[src/rtl/xb_pkg.sv]
// Shared constants, state encoding and header/trailer word layout for the
// Xillybus read-FIFO arbiter.
package xb_pkg;

   typedef enum logic [2:0] {
      ST_IDLE,
      ST_HDR,
      ST_DATA,
      ST_ABORT,
      ST_DROP
   } xb_state_e;

   localparam logic [7:0] HDR_MAGIC = 8'hA5;
   localparam logic [7:0] TRL_MAGIC = 8'hDE;
   localparam logic [3:0] HDR_TAG   = 4'h0;
   localparam logic [3:0] TRL_TAG   = 4'hF;

   // Field positions inside a header/trailer word
   localparam int MAGIC_LSB = 24;
   localparam int ID_LSB    = 20;
   localparam int TAG_LSB   = 16;
   localparam int CNT_LSB   = 0;

   function automatic logic [31:0] mk_word(input logic [7:0]  magic,
                                           input logic [2:0]  id,
                                           input logic [3:0]  tag,
                                           input logic [15:0] cnt);
      logic [31:0] w;
      w = '0;
      w[MAGIC_LSB +: 8] = magic;
      w[ID_LSB    +: 4] = {1'b0, id};
      w[TAG_LSB   +: 4] = tag;
      w[CNT_LSB   +: 16] = cnt;
      return w;
   endfunction

endpackage

[src/rtl/rr_pick.sv]
// Combinational round-robin picker: first set request after ptr, wrapping.
module rr_pick #(
   parameter int N = 4
) (
   input  logic [N-1:0] req,
   input  logic [2:0]   ptr,
   output logic         found,
   output logic [2:0]   idx
);

   logic [7:0] req_pad;
   assign req_pad = 8'(req);

   always_comb begin
      found = 1'b0;
      idx   = '0;
      for (int k = 1; k <= N; k++) begin
         if (!found && req_pad[3'((int'(ptr) + k) % N)]) begin
            found = 1'b1;
            idx   = 3'((int'(ptr) + k) % N);
         end
      end
   end

endmodule

[src/rtl/xb_rd_arbiter.sv]
// Packet-granular round-robin arbiter feeding the Xillybus 32-bit read FIFO,
// with header/trailer framing and stall / host-close recovery.
module xb_rd_arbiter
   import xb_pkg::*;
#(
   parameter int N_REQ         = 4,
   parameter int STALL_TIMEOUT = 1024
) (
   input  logic                 bus_clk,
   input  logic                 reset_n,
   input  logic                 enable,
   input  logic [N_REQ-1:0]     req_valid,
   input  logic [32*N_REQ-1:0]  req_data,
   input  logic [N_REQ-1:0]     req_last,
   output logic [N_REQ-1:0]     req_ready,
   output logic [31:0]          fifo_din,
   output logic                 fifo_wr_en,
   input  logic                 fifo_full,
   output logic [2:0]           grant_id,
   output logic                 busy,
   output logic [15:0]          abort_cnt
);

   localparam logic [15:0] STALL_TO = 16'(STALL_TIMEOUT);

   xb_state_e   state, state_nxt;
   logic [2:0]  rr_ptr, rr_nxt, grant_nxt;
   logic [15:0] seq, seq_nxt, wc, wc_nxt, stall_cnt, stall_nxt, abort_nxt;
   logic [15:0] stall_inc, abort_inc;
   logic        ready_en;
   logic        pick_found;
   logic [2:0]  pick_idx;

   // Pad to 8 lanes so a 3-bit grant index always selects in range
   logic [7:0]   valid_pad, last_pad;
   logic [255:0] data_pad;
   logic         cur_valid, cur_last;
   logic [31:0]  cur_data;

   assign valid_pad = 8'(req_valid);
   assign last_pad  = 8'(req_last);
   assign data_pad  = 256'(req_data);
   assign cur_valid = valid_pad[grant_id];
   assign cur_last  = last_pad[grant_id];
   assign cur_data  = data_pad[{grant_id, 5'd0} +: 32];

   assign stall_inc = stall_cnt + 16'd1;
   assign abort_inc = (abort_cnt == 16'hFFFF) ? abort_cnt : abort_cnt + 16'd1;
   assign busy      = (state != ST_IDLE);

   rr_pick #(.N(N_REQ)) u_pick (
      .req   (req_valid),
      .ptr   (rr_ptr),
      .found (pick_found),
      .idx   (pick_idx)
   );

   for (genvar i = 0; i < N_REQ; i++) begin : g_ready
      assign req_ready[i] = ready_en && (grant_id == 3'(i));
   end

   always_comb begin
      state_nxt  = state;
      rr_nxt     = rr_ptr;
      grant_nxt  = grant_id;
      seq_nxt    = seq;
      wc_nxt     = wc;
      stall_nxt  = stall_cnt;
      abort_nxt  = abort_cnt;
      ready_en   = 1'b0;
      fifo_wr_en = 1'b0;
      fifo_din   = '0;
      case (state)
         ST_IDLE: begin
            if (enable && pick_found) begin
               grant_nxt = pick_idx;
               rr_nxt    = pick_idx;
               state_nxt = ST_HDR;
            end
         end
         ST_HDR: begin
            if (!fifo_full) begin
               fifo_wr_en = 1'b1;
               fifo_din   = mk_word(HDR_MAGIC, grant_id, HDR_TAG, seq);
               seq_nxt    = seq + 16'd1;
               wc_nxt     = '0;
               stall_nxt  = '0;
               state_nxt  = ST_DATA;
            end
         end
         ST_DATA: begin
            ready_en = !fifo_full;
            if (cur_valid && !fifo_full) begin
               fifo_wr_en = 1'b1;
               fifo_din   = cur_data;
               wc_nxt     = (wc == 16'hFFFF) ? wc : wc + 16'd1;
               stall_nxt  = '0;
               if (cur_last) begin
                  state_nxt = ST_IDLE;
               end else if (!enable) begin
                  state_nxt = ST_DROP;
                  abort_nxt = abort_inc;
               end
            end else if (!enable) begin
               // Host closed mid-packet: no trailer, nobody is reading it
               state_nxt = ST_DROP;
               abort_nxt = abort_inc;
               stall_nxt = '0;
            end else if (stall_inc == STALL_TO) begin
               state_nxt = ST_ABORT;
               stall_nxt = '0;
            end else begin
               stall_nxt = stall_inc;
            end
         end
         ST_ABORT: begin
            if (!fifo_full) begin
               fifo_wr_en = 1'b1;
               fifo_din   = mk_word(TRL_MAGIC, grant_id, TRL_TAG, wc);
               abort_nxt  = abort_inc;
               stall_nxt  = '0;
               state_nxt  = ST_DROP;
            end
         end
         ST_DROP: begin
            ready_en = 1'b1;
            if (cur_valid) begin
               stall_nxt = '0;
               if (cur_last) state_nxt = ST_IDLE;
            end else if (stall_inc == STALL_TO) begin
               stall_nxt = '0;
               state_nxt = ST_IDLE;
            end else begin
               stall_nxt = stall_inc;
            end
         end
         default: state_nxt = ST_IDLE;
      endcase
   end

   always_ff @(posedge bus_clk or negedge reset_n) begin
      if (!reset_n) begin
         state     <= ST_IDLE;
         rr_ptr    <= 3'(N_REQ - 1);
         grant_id  <= '0;
         seq       <= '0;
         wc        <= '0;
         stall_cnt <= '0;
         abort_cnt <= '0;
      end else begin
         state     <= state_nxt;
         rr_ptr    <= rr_nxt;
         grant_id  <= grant_nxt;
         seq       <= seq_nxt;
         wc        <= wc_nxt;
         stall_cnt <= stall_nxt;
         abort_cnt <= abort_nxt;
      end
   end

endmodule

[config.mk]
export PLATFORM = sky130hd
export DESIGN_NAME = xb_rd_arbiter
export DESIGN_NICKNAME = d
export VERILOG_FILES = /design/src/rtl/xb_pkg.sv /design/src/rtl/rr_pick.sv /design/src/rtl/xb_rd_arbiter.sv
export SDC_FILE = /design/constraint.sdc
export NUM_CORES = 1
export LEC_CHECK = 0
export ABC_AREA = 1
export ABC_CLOCK_PERIOD_IN_PS = 2900
export BUFFER_PORTS_ARGS = -buffer_cell sky130_fd_sc_hd__buf_2
export CAP_MARGIN = 20
export CORE_UTILIZATION = 51
export DETAILED_ROUTE_END_ITERATION = 10
export PLACE_DENSITY = 0.89
export SYNTH_ARGS = -nofsm -noshare
export SYNTH_HDL_FRONTEND = slang
export SYNTH_SLANG_ARGS = --single-unit
export TNS_END_PERCENT = 1
[constraint.sdc]
create_clock -name bus_clk -period 2.9 [get_ports bus_clk]
set_clock_uncertainty 0.2 [all_clocks]
set_input_delay 0.435 -clock bus_clk [delete_from_list [all_inputs] [get_ports bus_clk]]
set_output_delay 0.435 -clock bus_clk [all_outputs]
set_load 0.05 [all_outputs]
==> flow_summary.html <==
<table>
<tr><th>Metric</th><th>Value</th></tr>
<tr><th colspan="2">Synth</th></tr>
<tr><td>Area fraction of the dominant cell type after synthesis</td><td>31.26%</td></tr>
<tr><td>Share of async-settable or async-resettable flops after synthesis</td><td>100.0%</td></tr>
<tr><td>Most area-consuming cells after synthesis</td><td>sky130_fd_sc_hd__dfrtp_1, sky130_fd_sc_hd__nand2_1, sky130_fd_sc_hd__a22oi_1, sky130_fd_sc_hd__xor2_1, sky130_fd_sc_hd__inv_1</td></tr>
<tr><td>Proportion of synthesized chip area in sequential cells</td><td>32.22%</td></tr>
<tr><td>Flops &amp; latches, synth</td><td>71</td></tr>
<tr><td>Number of different library cells in the post-synthesis netlist</td><td>47</td></tr>
<tr><td>Most common flop cell mapped by yosys</td><td>sky130_fd_sc_hd__dfrtp_1</td></tr>
<tr><td>Post-Synthesis Net Count</td><td>924</td></tr>
<tr><td>Number of flops mapped to enable cells by yosys</td><td>0</td></tr>
<tr><td>Yosys Warn Count</td><td>0</td></tr>
<tr><td>Synthesized area divided by synthesized cell count</td><td>7.081 sq um</td></tr>
<tr><td>Syn Std Cell Area</td><td>5523 sq um</td></tr>
<tr><td>Dominant cell type by area after synthesis</td><td>sky130_fd_sc_hd__dfrtp_1</td></tr>
<tr><td>Synthesized netlist cell count</td><td>780</td></tr>
<tr><th colspan="2">Timing</th></tr>
<tr><td>Worst Max-Slew Pin Slew</td><td>559.9 ps</td></tr>
<tr><td>Pins Over Slew Limit</td><td>0</td></tr>
<tr><td>RSZ-0062 raised after global routing</td><td>yes</td></tr>
<tr><td>Final critical-path required period</td><td>2866 ps</td></tr>
<tr><td>Peak clock frequency supported by timing</td><td>0.3490 GHz</td></tr>
<tr><td>Post-route clock period utilization</td><td>98.82%</td></tr>
<tr><td>Total count of hold-check failures in the final report</td><td>0</td></tr>
<tr><td>Setup violators final</td><td>0</td></tr>
<tr><td>Max-Slew Margin vs Limit</td><td>62.67%</td></tr>
<tr><th colspan="2">Floorplan</th></tr>
<tr><td>IO Pins</td><td>197</td></tr>
<tr><td>Core ar.</td><td>10420 sq um</td></tr>
<tr><td>Effective utilization at floorplan</td><td>53.02%</td></tr>
<tr><td>DIE AREA</td><td>11250 sq um</td></tr>
<tr><td>Standard-cell rows</td><td>37</td></tr>
<tr><td>Die extent in x</td><td>106.1 um</td></tr>
<tr><td>Die height</td><td>106.1 um</td></tr>
<tr><th colspan="2">CTS</th></tr>
<tr><td>Maximum number of buffers from clock root to sink</td><td>2</td></tr>
<tr><td>Root buffer cell</td><td>sky130_fd_sc_hd__clkbuf_8</td></tr>
<tr><td>Clock transition time at the flip-flop clock pins of the worst setup and hold paths</td><td>90 ps</td></tr>
<tr><td>Clock sink count</td><td>71</td></tr>
<tr><td>Clock buffers created by TritonCTS</td><td>9</td></tr>
<tr><td>Clock Latency Late Sink</td><td>360 ps</td></tr>
<tr><td>TritonCTS clock tree</td><td>built</td></tr>
<tr><td>H-tree depth reported by CTS</td><td>3</td></tr>
<tr><th colspan="2">GRT</th></tr>
<tr><td>Total routing usage reported by global routing</td><td>32.71%</td></tr>
<tr><td>Antenna violations before repair</td><td>2</td></tr>
<tr><td>Largest net degree at the start of global routing</td><td>72</td></tr>
<tr><td>Vias in the first global route</td><td>5889</td></tr>
<tr><td>Wire length of the first global-routing pass</td><td>28770 um</td></tr>
<tr><td>Grt total ovfl</td><td>0</td></tr>
<tr><th colspan="2">Cells and area</th></tr>
<tr><td>Post-Layout Cell Count</td><td>1119</td></tr>
<tr><td>Most common cell after layout, fill and taps aside</td><td>sky130_fd_sc_hd__nand2_1</td></tr>
<tr><td>Design area</td><td>7093 sq um</td></tr>
<tr><td>Synth-to-layout area growth</td><td>28.43%</td></tr>
<tr><td>Layout cells sized above 1</td><td>30.68%</td></tr>
<tr><td>Number of nets in the layout</td><td>1120</td></tr>
<tr><td>Most frequent cells in the layout</td><td>sky130_fd_sc_hd__nand2_1, sky130_fd_sc_hd__buf_2, sky130_fd_sc_hd__dfrtp_1</td></tr>
<tr><th colspan="2">Setup path</th></tr>
<tr><td>Reg-to-reg critical path startpoint</td><td>state[2]</td></tr>
<tr><td>Cell-by-cell listing of the critical path</td><td>inv_4 -&gt; nand2_1 -&gt; o21ai_2 -&gt; nor2_2 -&gt; nor2_2 -&gt; inv_2 -&gt; nor2_4 -&gt; buf_12 -&gt; nand2_1 -&gt; o211ai_1 -&gt; buf_4</td></tr>
<tr><td>Buffer and inverter count on the worst path</td><td>4</td></tr>
<tr><td>Crit Path Max Fanout</td><td>21</td></tr>
<tr><td>Data required time at the worst endpoint</td><td>2270 ps</td></tr>
<tr><td>Cell family with most CP delay</td><td>buffers and inverters</td></tr>
<tr><td>Worst path arrival time</td><td>2230 ps</td></tr>
<tr><td>Register-to-register setup slack</td><td>360 ps</td></tr>
<tr><td>Number of cells on the worst reg-to-reg path</td><td>9</td></tr>
<tr><td>Type of the worst setup path</td><td>register to primary output</td></tr>
<tr><td>Critical Path End Type</td><td>primary output</td></tr>
<tr><td>Kind of start point of the critical path</td><td>register</td></tr>
<tr><td>Slowest cell on crit path</td><td>sky130_fd_sc_hd__dfrtp_2</td></tr>
<tr><td>Largest stage delay on the critical path</td><td>480 ps</td></tr>
<tr><td>End of the worst register-to-register path</td><td>seq[15]</td></tr>
<tr><th colspan="2">Worst hold path</th></tr>
<tr><td>Start point of the worst min-delay path</td><td>fifo_full</td></tr>
<tr><td>Worst hold path depth</td><td>3</td></tr>
<tr><td>Worst-case hold path end point</td><td>state[0]</td></tr>
<tr><td>Worst min-delay path category</td><td>input pin to register</td></tr>
<tr><th colspan="2">Placed design</th></tr>
<tr><td>Detailed placer's ending HPWL</td><td>14000 um</td></tr>
<tr><td>Total placed cells including tap cells</td><td>1098</td></tr>
<tr><td>Routability-driven placement congestion ratio</td><td>0.9507</td></tr>
<tr><td>Count of buffers inserted at the top-level ports</td><td>195</td></tr>
<tr><td>Dpl cell area</td><td>6770 sq um</td></tr>
<tr><th colspan="2">Drt</th></tr>
<tr><td>Vias per cell</td><td>5.646</td></tr>
<tr><td>WL per Instance</td><td>16.13 um</td></tr>
<tr><td>Count of nets left with antenna violations after detail routing</td><td>0</td></tr>
<tr><td>Aggregate routed wire length</td><td>18050 um</td></tr>
<tr><td>Number of search-and-repair iterations in the first detailed-routing pass</td><td>5</td></tr>
<tr><td>Vias</td><td>6318</td></tr>
<tr><td>Number of design rule violations left after detail routing</td><td>0</td></tr>
<tr><td>DRC violation total after the first TritonRoute iteration</td><td>511</td></tr>
<tr><th colspan="2">Power and ir drop</th></tr>
<tr><td>Max IR drop VDD</td><td>0.4452 mV</td></tr>
<tr><td>Leakage dissipation</td><td>3.482 nW</td></tr>
<tr><td>Power density normalized to cell area</td><td>793.6 nW/um^2</td></tr>
<tr><th colspan="2">Outcome</th></tr>
<tr><td>Outcome</td><td>completed</td></tr>
<tr><th colspan="2">Run</th></tr>
<tr><td>Max Cap Violations</td><td>0</td></tr>
</table>
## state kept, by name, summed over array words and instances, names as in the netlist
register / count
stall_cnt: 16
state: 3
rr_ptr: 2
abort_cnt: 16
wc: 16
grant_id: 2
seq: 16
## cell type report
class | count | area (sq um)
multi-input cells | 600 | 3398
clock buffers | 9 | 123.9
repair buffers | 215 | 1251
well taps | 136 | 170.2
clock inverters | 7 | 61.31
fillers | 883 | 3323
diodes | 2 | 5.005
flip-flops and latches | 71 | 1782
inverters | 79 | 301.5
## where the power goes
part           total [W]  leakage, nW  switching [W]  internal [W]
Clock           0.000772       0.0892       0.000444      0.000328
Combinational    0.00348         2.46        0.00243       0.00106
Sequential       0.00137        0.932       0.000205       0.00117
## worst max path at each step
stage,end,from,cells after the start
after floorplan,fifo_din[17],grant_id[0],11
after global placement,fifo_din[5],grant_id[1],12
after detailed placement,fifo_din[0],grant_id[1],12
after CTS,fifo_din[6],grant_id[1],11
after global routing,fifo_din[6],grant_id[0],11
final,fifo_din[6],grant_id[1],11
## tightest hold or removal path, stage by stage
cell and delay (ps):
sky130_fd_sc_hd__buf_2 150, sky130_fd_sc_hd__nand2_1 130, sky130_fd_sc_hd__nand2_1 80
## layer usage
layer | GRT usage (%) | part of all wire, %
met1 | 40.27 | 39
met2 | 53.97 | 47
met3 | 5.886 | 9.3
met4 | 18.65 | 4.7
met5 | 0 | 0
## stage by stage
step	total power (W)	hold slack, ps	utilization, %	TNS [ps]	setup WS [ps]
final	0.005629	262.4	68.10	0	34.26
after global placement	0.004685	255.0	65.00	0	306.3
after CTS	0.005528	245.1	67.33	0	0.7909
after floorplan	0.003904	-60.59	-	-1165	-92.10
after global routing	0.005960	288.1	68.10	-433.7	-63.48
after detailed placement	0.004714	264.4	65.00	0	253.1
## logic make-up after synthesis
kind of cell | count (synthesis) | synth area share, %
flops | 71 | 32.22
buf+inv | 109 | 8.178
compound gates | 148 | 18.37
other cells | 1 | 0.06790
fa+ha+maj | 4 | 0.9062
simple gates | 407 | 33.91
xor+xnor | 40 | 6.344
## timing repair
action / 4_1_cts / 5_1_grt
endpoints found under the hold margin: 69 / 0
setup endpoints to repair: 33 / 32
resized for setup: 19 / 26
setup buffers: 0 / 2
hold buffers: 1 / 0
## cell usage after synthesis, types with 2 or more instances
library cell and count:
sky130_fd_sc_hd__a21oi_1 18, sky130_fd_sc_hd__a221oi_1 12, sky130_fd_sc_hd__a22o_1 12, sky130_fd_sc_hd__a22oi_1 42, sky130_fd_sc_hd__a32o_1 2, sky130_fd_sc_hd__and3_1 2, sky130_fd_sc_hd__buf_1 3, sky130_fd_sc_hd__buf_2 7
sky130_fd_sc_hd__buf_4 3, sky130_fd_sc_hd__buf_8 2, sky130_fd_sc_hd__clkbuf_1 15, sky130_fd_sc_hd__dfrtp_1 69, sky130_fd_sc_hd__dfstp_2 2, sky130_fd_sc_hd__ha_1 4, sky130_fd_sc_hd__inv_1 66, sky130_fd_sc_hd__inv_2 12
sky130_fd_sc_hd__nand2_1 220, sky130_fd_sc_hd__nand2_2 5, sky130_fd_sc_hd__nand2_4 3, sky130_fd_sc_hd__nand3_1 37, sky130_fd_sc_hd__nand3_2 13, sky130_fd_sc_hd__nand3b_1 3, sky130_fd_sc_hd__nand4_1 15, sky130_fd_sc_hd__nor2_1 66
sky130_fd_sc_hd__nor2_2 11, sky130_fd_sc_hd__nor2_4 6, sky130_fd_sc_hd__nor3_1 20, sky130_fd_sc_hd__nor4_1 3, sky130_fd_sc_hd__o211ai_1 3, sky130_fd_sc_hd__o21ai_0 24, sky130_fd_sc_hd__o21ai_1 17, sky130_fd_sc_hd__o21ai_2 2
sky130_fd_sc_hd__o21bai_1 2, sky130_fd_sc_hd__o221ai_1 6, sky130_fd_sc_hd__o31ai_1 3, sky130_fd_sc_hd__xnor2_1 8, sky130_fd_sc_hd__xor2_1 32
Power figures use the tool's default switching activity.
